===== src/rtl/corescore_receiver_uart_pkg.sv =====
// Shared types for the corescore UART receiver.
package corescore_receiver_uart_pkg;

  localparam int BYTE_W = 8;

  typedef enum logic [2:0] {
    ST_IDLE      = 3'd0,
    ST_START     = 3'd1,
    ST_DATA      = 3'd2,
    ST_STOP      = 3'd3,
    ST_WAIT_IDLE = 3'd4
  } rx_state_t;

endpackage


===== src/rtl/corescore_receiver_uart_if.sv =====
// Byte stream from the UART receiver to its consumer (valid/ready).
interface corescore_receiver_uart_if;
  import corescore_receiver_uart_pkg::*;

  logic [BYTE_W-1:0] o_data;
  logic              o_valid;
  logic              i_ready;

  modport master (output o_data, output o_valid, input i_ready);
  modport slave  (input o_data, input o_valid, output i_ready);
endinterface


===== src/rtl/corescore_rx_sync.sv =====
// Two-flop synchroniser for a single asynchronous input.
module corescore_rx_sync #(
  parameter logic RST_VAL = 1'b1
) (
  input  logic i_clk,
  input  logic i_rst_n,
  input  logic i_d,
  output logic o_q
);

  logic meta;

  // Two back-to-back flops; both come out of reset at the idle level.
  always_ff @(posedge i_clk or negedge i_rst_n) begin
    if (!i_rst_n) begin
      meta <= RST_VAL;
      o_q  <= RST_VAL;
    end else begin
      meta <= i_d;
      o_q  <= meta;
    end
  end

endmodule


===== src/rtl/corescore_receiver_uart.sv =====
// 8N1 UART receiver with a one-entry valid/ready output buffer.
//
// state      | meaning
// -----------+------------------------------------------------------
// IDLE       | line idle, waiting for a low level on rxs
// START      | verifying the start bit at its midpoint
// DATA       | sampling 8 data bits mid-bit, LSB first
// STOP       | sampling the stop bit at its midpoint
// WAIT_IDLE  | framing error seen, waiting for the line to go high
module corescore_receiver_uart
  import corescore_receiver_uart_pkg::*;
#(
  parameter int clk_freq_hz = 25_000_000,
  parameter int baud_rate   = 57600
) (
  input  logic                      i_clk,
  input  logic                      i_rst_n,
  input  logic                      i_uart_rx,
  corescore_receiver_uart_if.master rx_bus,
  output logic                      o_frame_err,
  output logic                      o_overrun
);

  localparam int DIV  = (clk_freq_hz + baud_rate / 2) / baud_rate;
  localparam int HALF = DIV / 2;
  localparam int CW   = $clog2(DIV);

  localparam logic [CW-1:0] CNT_LAST = CW'(DIV - 1);
  localparam logic [CW-1:0] CNT_MID  = CW'(HALF - 1);

  generate
    if (DIV < 4) begin : g_div_check
      $error("corescore_receiver_uart: clocks per bit must be at least 4");
    end
  endgenerate

  logic              rxs;
  rx_state_t         state;
  logic [CW-1:0]     cnt;
  logic [2:0]        bit_idx;
  logic [BYTE_W-1:0] shreg;
  logic [BYTE_W-1:0] data_q;
  logic              valid_q;

  corescore_rx_sync #(.RST_VAL(1'b1)) u_sync (
    .i_clk   (i_clk),
    .i_rst_n (i_rst_n),
    .i_d     (i_uart_rx),
    .o_q     (rxs)
  );

  assign rx_bus.o_data  = data_q;
  assign rx_bus.o_valid = valid_q;

  // Frame FSM, baud counter and output buffer; all outputs registered.
  always_ff @(posedge i_clk or negedge i_rst_n) begin
    if (!i_rst_n) begin
      state       <= ST_IDLE;
      cnt         <= '0;
      bit_idx     <= '0;
      shreg       <= '0;
      data_q      <= '0;
      valid_q     <= 1'b0;
      o_frame_err <= 1'b0;
      o_overrun   <= 1'b0;
    end else begin
      o_frame_err <= 1'b0;
      o_overrun   <= 1'b0;
      cnt         <= (cnt == CNT_LAST) ? '0 : cnt + CW'(1);

      if (valid_q && rx_bus.i_ready) begin
        valid_q <= 1'b0;
      end

      case (state)
        ST_IDLE: begin
          cnt <= '0;
          if (!rxs) begin
            state <= ST_START;
          end
        end

        ST_START: begin
          if (cnt == CNT_MID) begin
            cnt     <= '0;
            bit_idx <= '0;
            state   <= rxs ? ST_IDLE : ST_DATA;
          end
        end

        ST_DATA: begin
          if (cnt == CNT_LAST) begin
            shreg[bit_idx] <= rxs;
            if (bit_idx == 3'd7) begin
              state <= ST_STOP;
            end else begin
              bit_idx <= bit_idx + 3'd1;
            end
          end
        end

        ST_STOP: begin
          if (cnt == CNT_LAST) begin
            cnt <= '0;
            if (rxs) begin
              // Return mid-stop-bit so a back-to-back start edge is caught.
              state <= ST_IDLE;
              if (!valid_q || rx_bus.i_ready) begin
                data_q  <= shreg;
                valid_q <= 1'b1;
              end else begin
                o_overrun <= 1'b1;
              end
            end else begin
              o_frame_err <= 1'b1;
              state       <= ST_WAIT_IDLE;
            end
          end
        end

        ST_WAIT_IDLE: begin
          cnt <= '0;
          if (rxs) begin
            state <= ST_IDLE;
          end
        end

        default: begin
          state <= ST_IDLE;
          cnt   <= '0;
        end
      endcase
    end
  end

endmodule


===== src/flat_wrapper.sv =====
// flat-port wrapper written by rule: the top's interface ports become plain ports
module corescore_receiver_uart_flat import corescore_receiver_uart_pkg::*;
#(
  parameter int clk_freq_hz = 25_000_000,
  parameter int baud_rate   = 57600
)
  (i_clk, i_rst_n, i_uart_rx, o_frame_err, o_overrun, rx_bus_o_data, rx_bus_o_valid, rx_bus_i_ready);
  corescore_receiver_uart_if rx_bus_i ();
  input  logic i_clk;
  input  logic i_rst_n;
  input  logic i_uart_rx;
  output logic o_frame_err;
  output logic o_overrun;
  output wire logic [$bits(rx_bus_i.o_data)-1:0] rx_bus_o_data;
  output wire logic [$bits(rx_bus_i.o_valid)-1:0] rx_bus_o_valid;
  input wire logic [$bits(rx_bus_i.i_ready)-1:0] rx_bus_i_ready;
  assign rx_bus_o_data = rx_bus_i.o_data;
  assign rx_bus_o_valid = rx_bus_i.o_valid;
  assign rx_bus_i.i_ready = rx_bus_i_ready;
  corescore_receiver_uart #(.clk_freq_hz(clk_freq_hz), .baud_rate(baud_rate)) u_core (.i_clk(i_clk), .i_rst_n(i_rst_n), .i_uart_rx(i_uart_rx), .rx_bus(rx_bus_i), .o_frame_err(o_frame_err), .o_overrun(o_overrun));
endmodule

===== config.mk =====
export PLATFORM = sky130hd
export DESIGN_NAME = corescore_receiver_uart_flat
export DESIGN_NICKNAME = d
export VERILOG_FILES = /design/src/rtl/corescore_receiver_uart_pkg.sv /design/src/rtl/corescore_receiver_uart_if.sv /design/src/rtl/corescore_rx_sync.sv /design/src/rtl/corescore_receiver_uart.sv /design/src/flat_wrapper.sv
export SDC_FILE = /design/constraint.sdc
export NUM_CORES = 1
export LEC_CHECK = 0
export ABC_AREA = 1
export BUFFER_PORTS_ARGS = -buffer_cell sky130_fd_sc_hd__buf_4
export CAP_MARGIN = 20
export CORE_MARGIN = 2
export CORE_UTILIZATION = 40
export DETAILED_ROUTE_END_ITERATION = 8
export GPL_ROUTABILITY_DRIVEN = 0
export GPL_TIMING_DRIVEN = 0
export PLACE_DENSITY = 0.68
export SLEW_MARGIN = 15
export SYNTH_ARGS = -nofsm -noshare
export SYNTH_HDL_FRONTEND = slang
export SYNTH_SLANG_ARGS = --single-unit
export TNS_END_PERCENT = 100

===== constraint.sdc =====
create_clock -name i_clk -period 1.9 [get_ports i_clk]
set_input_delay 0.38 -clock i_clk [delete_from_list [all_inputs] [get_ports i_clk]]
set_output_delay 0.38 -clock i_clk [all_outputs]
set_load 0.1 [all_outputs]

==> metrics <==
Root Buffer clkbuf_8; worst hold path type input port to async pin; Synth Warn # 0; cts-stage hold buffer count 0; Final Hold Fails 0; initial antenna violation count 0; Resized Gates After CTS 0; status finished clean; initial core utilization 42.6%; critical path arrival 1.70 ns; clk buf depth 2; Slew @ Worst Pin 0.458 ns; number of buffers added for setup after CTS 0; reg2reg start u_core.cnt[0]; clock latency on the worst-skew pair 0.28 ns; Worst VDD drop 0.293 mV; Avg Vias per Cell 4.59; Synth cell types 24; PwrDens 670 mW/mm^2; first-pass GRT wire length 5400 um; CTS Buf Count 5; Bufs and invs on worst path 1; DRT iter0 DRCs 113; RSZ-0062 raised after global routing no; Die Footprint 0.00490 sq mm; clock-pin slew on the worst setup and hold paths 0.07 ns; width of the die 70.0 um; Worst Skew 0.00299 ns; r2r endpoint u_core.cnt[2]; post-DR wirelength/cell 10.1 um; family with the most delay on the worst path simple AND/OR/NAND/NOR gates; ys async rst share 100%; area of the multi-input gates 727 sq um; Port Buf Inserts 14; slowest CP cell dfrtp_1; CTS tree yes; CP Class flop to flop; Worst setup startpoint u_core.cnt[0]; Routed Antenna Nets 0; Reg area 903 sq um; Leakage 1.05 nW; H-Tree Depth 2; CP Data Required Time 2.06 ns; dpl hpwl 2060 um; CP max stage delay 0.42 ns; Worst Setup EP u_core.cnt[2]; Nets 241; Net Count, Synth 220; fin crit period 1.54 ns; startpoint types flop; relative slew slack 69.5%; commonest non-fill, non-tap cells in the layout nand2_1 (69), dfrtp_1 (34), nor2_1 (25); Site Rows 23; clock sink total 36; layout cells sized above 1 15.9%; Yosys reg bits 36; Post-synth EDFFs 0; Reg2Reg Setup Slack 0.36 ns; top_reg_cell synth dfrtp_1; Setup crit end kind flop; commonest non-fill, non-tap cell in the layout nand2_1; WL final 2870 um; period utilisation layout 81.2%; total core area 0.00409 sq mm; number of primary I/O pins 15; P&R area growth vs syn 14.9%; crit-path max FO 9; post-synthesis cell area 0.00174 sq mm; sequential area share after synthesis 51.9%; fmax 648 MHz; reg2reg path depth 9; Setup violations, final 0; Post-route DRC 0; CP cell instances inv_1 > ha_1 > nand2_1 > nor2_1 > nand2_1 > nand2_1 > o21ai_0 > nand2_1 > nor2_1; drt pass-1 iters 4; max_cap viols 0; Fin Hold WS 0.0484 ns; diodes inserted 0; cell mode on critical path nand2_1; Cells after Synth 211; vias in the first global route 1259; Avg Cell Area, Syn 8.25 sq um; Max Transition Viols Final 0; Fill cells 389; Die Y 70.0 um; Total GRT Usage 13.8%; critical path depth in cells 9; vias 1300; largest net degree at the start of global routing 37; Total Neg Setup Slack 0 ns; grt ovf 0
==> cell usage after synthesis (2+ instances only) <==
master	instances	share of area [%]
o21ai_0	3	0.86
dfrtp_1	34	49
nor2_4	3	1.9
nand3_1	19	5.5
inv_2	2	0.43
nor3_1	2	0.57
xor2_1	3	1.5
xnor2_1	2	1.0
nor2_1	25	5.4
dfstp_2	2	3.0
o21ai_1	8	2.3
nand2_1	69	15
inv_1	24	5.2
ha_1	5	3.6
==> metal layers <==
layer / global-route usage (%) / vias to the layer above / routed length, um
li1: - / 695 / -
met1: 18.0 / 573 / 1450
met2: 21.0 / 30 / 1220
met3: 4.18 / 2 / 155
met4: 6.41 / 0 / 40
met5: 0 / - / 0
==> final cells by class <==
type	instances	share of cell area, %
Multi-Input combinational cell	147	36.3
Timing Repair Buffer	14	5.25
Sequential cell	36	45.1
Tap cell	50	3.13
Clock inverter	2	0.500
Clock buffer	6	4.13
Buffer	1	0.250
Inverter	27	5.31
==> report_power, final <==
group / switching [mW] / internal, mW / total [mW] / leakage (nW)
combinational: 0.0194 / 0.00542 / 0.0248 / 0.519
sequential: 0.00195 / 0.770 / 0.772 / 0.481
clock: 0.255 / 0.289 / 0.544 / 0.0510
==> through the flow <==
step,instances,instance area [sq um],worst slack [ns],utilization (%),total power [mW]
after detailed placement,275,1910,0.362,46.7,0.813
after CTS,283,2000,0.349,49.0,1.36
final,283,2000,0.358,49.0,1.34
after global routing,283,2000,0.237,49.0,1.41
after global placement,275,1910,0.395,46.7,0.813
after floorplan,211,1740,0.305,-,0.791
==> sequential cells by signal, summed over array words and instances (netlist names), 3 cells and up <==
| signal | count |
|---|---|
| u_core.rx_bus.o_data | 8 |
| u_core.shreg | 8 |
| u_core.bit_idx | 3 |
| u_core.cnt | 9 |
| u_core.state | 3 |
==> worst register-to-register path, cell delays in order, from the launching register on <==
cell and delay, ns:
dfrtp_1 0.42, inv_1 0.08, ha_1 0.17, nand2_1 0.06, nor2_1 0.10, nand2_1 0.07
nand2_1 0.08, o21ai_0 0.10, nand2_1 0.26, nor2_1 0.08
==> cells by family after synthesis <==
group | after synthesis | share of synthesized area (%)
AOI/OAI and AO/OA | 12 | 3.66
xor gates and xnor gates | 5 | 2.51
DFF | 36 | 51.9
and+or+nand+nor | 125 | 32.0
buffers and inverters | 28 | 6.39
adders and majority gates | 5 | 3.59
==> worst min path at each step <==
stage                        from           endpoint  slack [ns]  cells past startpoint
3_3_place_gp   u_core.u_sync.meta  u_core.u_sync.o_q        0.35                      0
6_report                  i_rst_n    u_core.state[1]        0.05                      1
5_1_grt                   i_rst_n    u_core.state[1]        0.08                      1
3_5_place_dp   u_core.u_sync.meta  u_core.u_sync.o_q        0.35                      0
4_1_cts                   i_rst_n    u_core.state[1]        0.06                      1
2_1_floorplan             i_rst_n  u_core.bit_idx[0]        0.08                      0
Note: power is estimated with default switching activity, not from simulation.
